===== config.mk =====
export PLATFORM = sky130hd
export DESIGN_NAME = fetch_unit_flat
export DESIGN_NICKNAME = d
export VERILOG_FILES = /design/src/rtl/fetch_unit_if.sv /design/src/rtl/fetch_unit.sv /design/src/flat_wrapper.sv
export SDC_FILE = /design/constraint.sdc
export NUM_CORES = 1
export LEC_CHECK = 0
export ABC_CLOCK_PERIOD_IN_PS = 9470
export CAP_MARGIN = 5
export CORE_AREA = 2 2 153 155
export CTS_BUF_LIST = sky130_fd_sc_hd__clkbuf_8 sky130_fd_sc_hd__clkbuf_16
export DETAILED_ROUTE_END_ITERATION = 7
export DIE_AREA = 0 0 155 157
export PLACE_DENSITY = 0.69
export SLEW_MARGIN = 30
export SYNTH_ARGS = -nofsm -noshare
export SYNTH_HDL_FRONTEND = slang
export SYNTH_SLANG_ARGS = --single-unit
export TNS_END_PERCENT = 20

===== constraint.sdc =====
create_clock -name clk -period 9.47 [get_ports clk]
set_clock_uncertainty 0.2 [all_clocks]
set_input_delay 2.3675 -clock clk [delete_from_list [all_inputs] [get_ports clk]]
set_output_delay 2.3675 -clock clk [all_outputs]
set_load 0.01 [all_outputs]

===== src/rtl/fetch_unit_if.sv =====
`default_nettype none
// +--------------------------------------------------------------------------+
// | fetch_unit_if : imem request/response and decode handshake bundle         |
// | Revision      : 1.0                                                      |
// +--------------------------------------------------------------------------+

`ifndef INSTR_WIDTH
`define INSTR_WIDTH 32
`endif
`ifndef PC_SEL_WIDTH
`define PC_SEL_WIDTH 1
`endif

interface fetch_unit_if #(
  parameter int XLEN = 32
) ();
  logic                     imem_req_valid;
  logic                     imem_req_ready;
  logic [XLEN-1:0]          imem_req_addr;
  logic                     imem_rsp_valid;
  logic [`INSTR_WIDTH-1:0]  imem_rsp_data;
  logic                     instr_valid;
  logic                     instr_ready;
  logic [`INSTR_WIDTH-1:0]  instr_decode;
  logic [XLEN-1:0]          instr_pc;
  logic [`PC_SEL_WIDTH-1:0] pc_sel;
  logic [XLEN-1:0]          alu_target;
  logic                     misalign_err;

  // Fetch-unit side
  modport master (
    output imem_req_valid, imem_req_addr, instr_valid, instr_decode, instr_pc, misalign_err,
    input  imem_req_ready, imem_rsp_valid, imem_rsp_data, instr_ready, pc_sel, alu_target
  );

  // Memory / decode side
  modport slave (
    input  imem_req_valid, imem_req_addr, instr_valid, instr_decode, instr_pc, misalign_err,
    output imem_req_ready, imem_rsp_valid, imem_rsp_data, instr_ready, pc_sel, alu_target
  );
endinterface

`default_nettype wire


===== src/rtl/fetch_unit.sv =====
`default_nettype none
// +--------------------------------------------------------------------------+
// | fetch_unit : in-order instruction fetch with DEPTH-entry buffer and       |
// |              redirect flush. Optional macro: FETCH_MISALIGN_TRAP_EN       |
// | Revision   : 1.0                                                         |
// +--------------------------------------------------------------------------+

`ifndef INSTR_WIDTH
`define INSTR_WIDTH 32
`endif
`ifndef PC_SEL_WIDTH
`define PC_SEL_WIDTH 1
`endif

module fetch_unit #(
  parameter int              XLEN     = 32,
  parameter logic [XLEN-1:0] RESET_PC = '0,
  parameter int              DEPTH    = 2
) (
  input  wire logic    clk,
  input  wire logic    rst,
  fetch_unit_if.master bus
);

  localparam int                     c_CNT_W     = $clog2(DEPTH + 1);
  localparam int                     c_PTR_W     = $clog2(DEPTH);
  localparam logic [c_CNT_W:0]       c_DEPTH_EXT = (c_CNT_W + 1)'(DEPTH);
  localparam logic [`INSTR_WIDTH-1:0] c_NOP      = `INSTR_WIDTH'(32'h0000_0013);

  typedef enum logic [1:0] {
    ST_BOOT = 2'd0,
    ST_RUN  = 2'd1
`ifdef FETCH_MISALIGN_TRAP_EN
    , ST_HALT = 2'd2
`endif
  } state_t;

  state_t                  r_state;
  logic [XLEN-1:0]         r_fetch_pc;
  logic [XLEN-1:0]         r_rsp_pc;
  logic [c_CNT_W-1:0]      r_outstanding;
  logic [c_CNT_W-1:0]      r_discard;
  logic [c_CNT_W-1:0]      r_count;
  logic [c_PTR_W-1:0]      r_wr_ptr;
  logic [c_PTR_W-1:0]      r_rd_ptr;
  logic [`INSTR_WIDTH-1:0] r_mem_data [DEPTH];
  logic [XLEN-1:0]         r_mem_pc   [DEPTH];

  logic              w_valid;
  logic              w_fire;
  logic              w_redirect;
  logic [c_CNT_W:0]  w_inflight;
  logic              w_credit;
  logic              w_req_valid;
  logic              w_req_fire;
  logic              w_rsp;
  logic              w_drop;
  logic              w_push;
  logic              w_full;
  logic [XLEN-1:0]   w_target;

  assign w_valid    = (r_count != '0);
  assign w_fire     = w_valid && bus.instr_ready;
  assign w_redirect = w_fire && (bus.pc_sel == `PC_SEL_WIDTH'(1));
  // Credit counts stale in-flight requests too, so the buffer can never overflow.
  assign w_inflight = {1'b0, r_outstanding} + {1'b0, r_count};
  assign w_credit   = (w_inflight < c_DEPTH_EXT);
  assign w_req_valid = (r_state == ST_RUN) && w_credit && !w_redirect;
  assign w_req_fire = w_req_valid && bus.imem_req_ready;
  assign w_rsp      = bus.imem_rsp_valid && (r_outstanding != '0);
  assign w_drop     = (r_state != ST_RUN) || (r_discard != '0) || w_redirect;
  assign w_push     = w_rsp && !w_drop;
  assign w_full     = (r_count == c_CNT_W'(DEPTH));
  assign w_target   = {bus.alu_target[XLEN-1:2], 2'b00};

`ifdef FETCH_MISALIGN_TRAP_EN
  logic r_misalign;
  logic w_trap;
  assign w_trap           = w_redirect && (bus.alu_target[1:0] != 2'b00);
  assign bus.misalign_err = r_misalign;
`else
  logic w_unused_low_bits;
  assign w_unused_low_bits = ^bus.alu_target[1:0];
  assign bus.misalign_err  = 1'b0;
`endif

  assign bus.imem_req_valid = w_req_valid;
  assign bus.imem_req_addr  = r_fetch_pc;
  assign bus.instr_valid    = w_valid;
  assign bus.instr_decode   = w_valid ? r_mem_data[r_rd_ptr] : c_NOP;
  // When empty, instr_pc shows the PC the next arriving word will carry.
  assign bus.instr_pc       = w_valid ? r_mem_pc[r_rd_ptr] : r_rsp_pc;

  always_ff @(posedge clk) begin
    if (rst) begin
      r_state       <= ST_BOOT;
      r_fetch_pc    <= RESET_PC;
      r_rsp_pc      <= RESET_PC;
      r_outstanding <= '0;
      r_discard     <= '0;
      r_count       <= '0;
      r_wr_ptr      <= '0;
      r_rd_ptr      <= '0;
`ifdef FETCH_MISALIGN_TRAP_EN
      r_misalign    <= 1'b0;
`endif
    end else begin
      case (r_state)
        ST_BOOT: r_state <= ST_RUN;
        ST_RUN: begin
`ifdef FETCH_MISALIGN_TRAP_EN
          if (w_trap) begin
            r_state    <= ST_HALT;
            r_misalign <= 1'b1;
          end
`endif
        end
        default: r_state <= r_state;
      endcase

      r_outstanding <= r_outstanding + c_CNT_W'(w_req_fire) - c_CNT_W'(w_rsp);

      if (w_redirect) begin
        r_fetch_pc <= w_target;
        r_rsp_pc   <= w_target;
        r_discard  <= r_outstanding - c_CNT_W'(w_rsp);
        r_count    <= '0;
        r_wr_ptr   <= '0;
        r_rd_ptr   <= '0;
      end else begin
        if (w_req_fire) begin
          r_fetch_pc <= r_fetch_pc + XLEN'(4);
        end
        if (w_rsp && (r_discard != '0)) begin
          r_discard <= r_discard - c_CNT_W'(1);
        end
        if (w_push) begin
          r_wr_ptr <= r_wr_ptr + c_PTR_W'(1);
          r_rsp_pc <= r_rsp_pc + XLEN'(4);
        end
        if (w_fire) begin
          r_rd_ptr <= r_rd_ptr + c_PTR_W'(1);
        end
        r_count <= r_count + c_CNT_W'(w_push) - c_CNT_W'(w_fire);
      end
    end
  end

  always_ff @(posedge clk) begin
    if (w_push) begin
      r_mem_data[r_wr_ptr] <= bus.imem_rsp_data;
      r_mem_pc[r_wr_ptr]   <= r_rsp_pc;
    end
  end

  a_no_overflow: assert property (@(posedge clk) disable iff (rst) !(w_push && w_full));

endmodule

`default_nettype wire


===== src/flat_wrapper.sv =====
// flat-port wrapper written by rule: the top's interface ports become plain ports
module fetch_unit_flat 
#(
  parameter int              XLEN     = 32,
  parameter logic [XLEN-1:0] RESET_PC = '0,
  parameter int              DEPTH    = 2
)
  (clk, rst, bus_imem_req_valid, bus_imem_req_addr, bus_instr_valid, bus_instr_decode, bus_instr_pc, bus_misalign_err, bus_imem_req_ready, bus_imem_rsp_valid, bus_imem_rsp_data, bus_instr_ready, bus_pc_sel, bus_alu_target);
  fetch_unit_if #(.XLEN(XLEN)) bus_i ();
  input  wire logic clk;
  input  wire logic rst;
  output wire logic [$bits(bus_i.imem_req_valid)-1:0] bus_imem_req_valid;
  output wire logic [$bits(bus_i.imem_req_addr)-1:0] bus_imem_req_addr;
  output wire logic [$bits(bus_i.instr_valid)-1:0] bus_instr_valid;
  output wire logic [$bits(bus_i.instr_decode)-1:0] bus_instr_decode;
  output wire logic [$bits(bus_i.instr_pc)-1:0] bus_instr_pc;
  output wire logic [$bits(bus_i.misalign_err)-1:0] bus_misalign_err;
  input wire logic [$bits(bus_i.imem_req_ready)-1:0] bus_imem_req_ready;
  input wire logic [$bits(bus_i.imem_rsp_valid)-1:0] bus_imem_rsp_valid;
  input wire logic [$bits(bus_i.imem_rsp_data)-1:0] bus_imem_rsp_data;
  input wire logic [$bits(bus_i.instr_ready)-1:0] bus_instr_ready;
  input wire logic [$bits(bus_i.pc_sel)-1:0] bus_pc_sel;
  input wire logic [$bits(bus_i.alu_target)-1:0] bus_alu_target;
  assign bus_imem_req_valid = bus_i.imem_req_valid;
  assign bus_imem_req_addr = bus_i.imem_req_addr;
  assign bus_instr_valid = bus_i.instr_valid;
  assign bus_instr_decode = bus_i.instr_decode;
  assign bus_instr_pc = bus_i.instr_pc;
  assign bus_misalign_err = bus_i.misalign_err;
  assign bus_i.imem_req_ready = bus_imem_req_ready;
  assign bus_i.imem_rsp_valid = bus_imem_rsp_valid;
  assign bus_i.imem_rsp_data = bus_imem_rsp_data;
  assign bus_i.instr_ready = bus_instr_ready;
  assign bus_i.pc_sel = bus_pc_sel;
  assign bus_i.alu_target = bus_alu_target;
  fetch_unit #(.XLEN(XLEN), .RESET_PC(RESET_PC), .DEPTH(DEPTH)) u_core (.clk(clk), .rst(rst), .bus(bus_i));
endmodule

==> run metrics <==
status complete, no violations; via count 7038; Critical Path Source bus_instr_ready; WHS 0.2916 ns; detail-routed via count per cell 5.568; EDFF count, synth approximately 120; hold_buf cts 0; max-capacitance violation count 0; Setup Fix Bufs, Post-CTS 0; Final Hold Vio Count 0; drt first pass iters 7; 1st-iter DRT viols 659; CTS tree done; routability congestion estimate 0.8153; top cell type's share of synthesized area between 40% and 50%; FF-to-FF path depth 7; period utilization 68.57%; busiest metal layer after global routing met2; DRC viols 0; chip width 155 um; H-tree depth 4; area of the die between 20000 and 25000 sq um; initial core utilization approximately 40%; Seq/Total Area, Yosys 57.00%; DRT Wirelength about 22 mm; # IOs ~170; Final nets between 1000 and 1500; Post-synth top cells edfxtp_1, nand2_1, dfxtp_1; FMAX 154.0 MHz; flops & latches, synth 194; static leakage 3.515 nW; # rows 55; met1 usage 25.56%; Req. time, crit path approximately 7 ns; total CTS buffers 17; Synth Cell Area 8991 sq um; Ys Warns 0; WL per Instance between 15 and 20 um; chip height about 160 um; Longest Clk Path Bufs 2; Cell variety after synth 60; I/O Buffers ~160; Root Buffer clkbuf_16; post-synthesis cell count 835; count leader, synth edfxtp_1; met3 Track Usage GR 4.102%; clock latency on the worst-skew pair roughly 0.43 ns; Max FO, Critical Path 3; Min-Delay Path Class flop to flop; ANT nets after route 0; maximum vdd drop 0.1104 mV; RSZ-0062 raised after global routing no; largest net degree at the start of global routing 91; CTS sink count slightly below 200; synthesized area per cell 10.77 sq um; Worst-Margin Slew 1.028 ns; share of layout cells above drive strength 1 between 5 and 6%; normalized max-slew margin 30.82%; Final Setup Violations 0; first-pass GRT wire length 34.58 mm; Final Slew Violations 0; Layout area overhead 26.45%; Antenna Cells 0; largest area contributor in the netlist edfxtp_1; antenna violations before repair 0; hold path startpoint u_core.r_rd_ptr; ranking of synthesized cells by area edfxtp_1, dfxtp_1, mux2i_1; Reg clk slew, reported paths 0.07 ns; placeable core area 22500 sq um; crit path time final 6.493 ns; Crit. End Element output port; PostCTS Resize Cnt 0; vias in the first global route about 6400; setup TNS 0 ns; hold path depth 2; CP startpoint kind input pin; PD cells 224.6 nW/um^2; reg2reg start u_core.r_count[0]; dpl hpwl ~15 mm; M2 GR Usage 28.15%; fin util 50.53%; ys async rst share 0%; All-Layer GR Usage a little under a fifth; Synth Flop Type edfxtp_1; total gr overflow 0; worst path arrival time 3.93 ns; crit path kind input pin to output port
[sequential cells by signal, summed over array words and instances, names as in the netlist, named ones only]
register	count
u_core.r_state	1
u_core.r_outstanding	2
u_core.r_rd_ptr	1
u_core.r_mem_data	64
u_core.r_mem_pc	60
u_core.r_rsp_pc	30
u_core.r_count	2
u_core.r_wr_ptr	1
u_core.r_discard	2
u_core.bus.imem_req_addr	30
[final timing paths]
check | endpoint | slack (ns)
setup / recovery | bus_imem_req_valid | 2.98
hold / removal | u_core.r_rd_ptr | 0.29
setup reg to reg | u_core.bus.imem_req_addr[21] | 6.22
hold reg to reg | u_core.r_rd_ptr | 0.29
[kinds of logic (layout without fill, tap and decap cells)]
kind of cell	count (synthesis)	after routing	share of synthesized area (%)
xor+xnor	18	18	1.753
simple gates	308	308	17.58
flops	194	194	57.00
fa+ha+maj	8	8	1.197
other cells	1	5	0.04171
buf+inv	78	218	3.841
mux	62	62	6.902
compound gates	166	166	11.69
[power by group]
part	internal, mW	total, mW	switching [mW]	leakage (nW)
combinational	0.365	0.753	0.387	1.50
sequential	0.997	1.09	0.0957	1.73
clock	0.390	0.708	0.319	0.290
total	1.75	2.55	0.802	3.51
[critical path, cell delays in order]
cell	delay (ns)
clkdlybuf4s50_1	0.44
o211a_1	0.16
nor4b_1	0.34
clkdlybuf4s50_1	0.62
[cells in the final DEF, fill, tap and decap left out, types with 13 or more instances in the layout]
master,netlist,routed
o21ai_0,67,67
nand2_1,75,75
nand3_1,30,30
clkbuf_16,0,18
mux2i_1,62,62
nor3_1,32,31
a21oi_1,22,22
inv_1,18,18
nor4_1,20,20
edfxtp_1,124,124
a211oi_1,15,15
nor2_1,66,65
or4_1,13,13
nand4_1,20,20
a31oi_1,16,16
or3_1,14,14
clkdlybuf4s50_1,0,161
dfxtp_1,70,69
[final cells by class]
| class | count | area (sq um) |
|---|---|---|
| inverters | 18 | 67.56 |
| well taps | 285 | 356.6 |
| repair buffers | 168 | 1684 |
| flip-flops and latches | 194 | 5129 |
| clock inverters | 13 | 118.9 |
| multi-input cells | 567 | 3550 |
| clock buffers | 19 | 464.2 |
| fillers | 2016 | 11130 |
[through the flow]
stage / std cells / worst slack, ns / area [sq um] / power [mW]
detailed placement: 1232 / 2.993 / 10790 / 1.869
finish: 1264 / 2.977 / 11370 / 2.554
CTS: 1264 / 2.969 / 11370 / 2.581
global route: 1264 / 2.848 / 11370 / 2.689
floorplan: 839 / 1.505 / 9006 / 1.491
global placement: 1231 / 2.919 / 10760 / 1.853
[routing by layer]
layer	vias to the layer above	wire length [um]
met5	-	0
met4	0	195
met3	17	1514
met2	271	9979
met1	3336	10480
li1	3414	-
No activity file was read; power rests on OpenSTA's default activity.
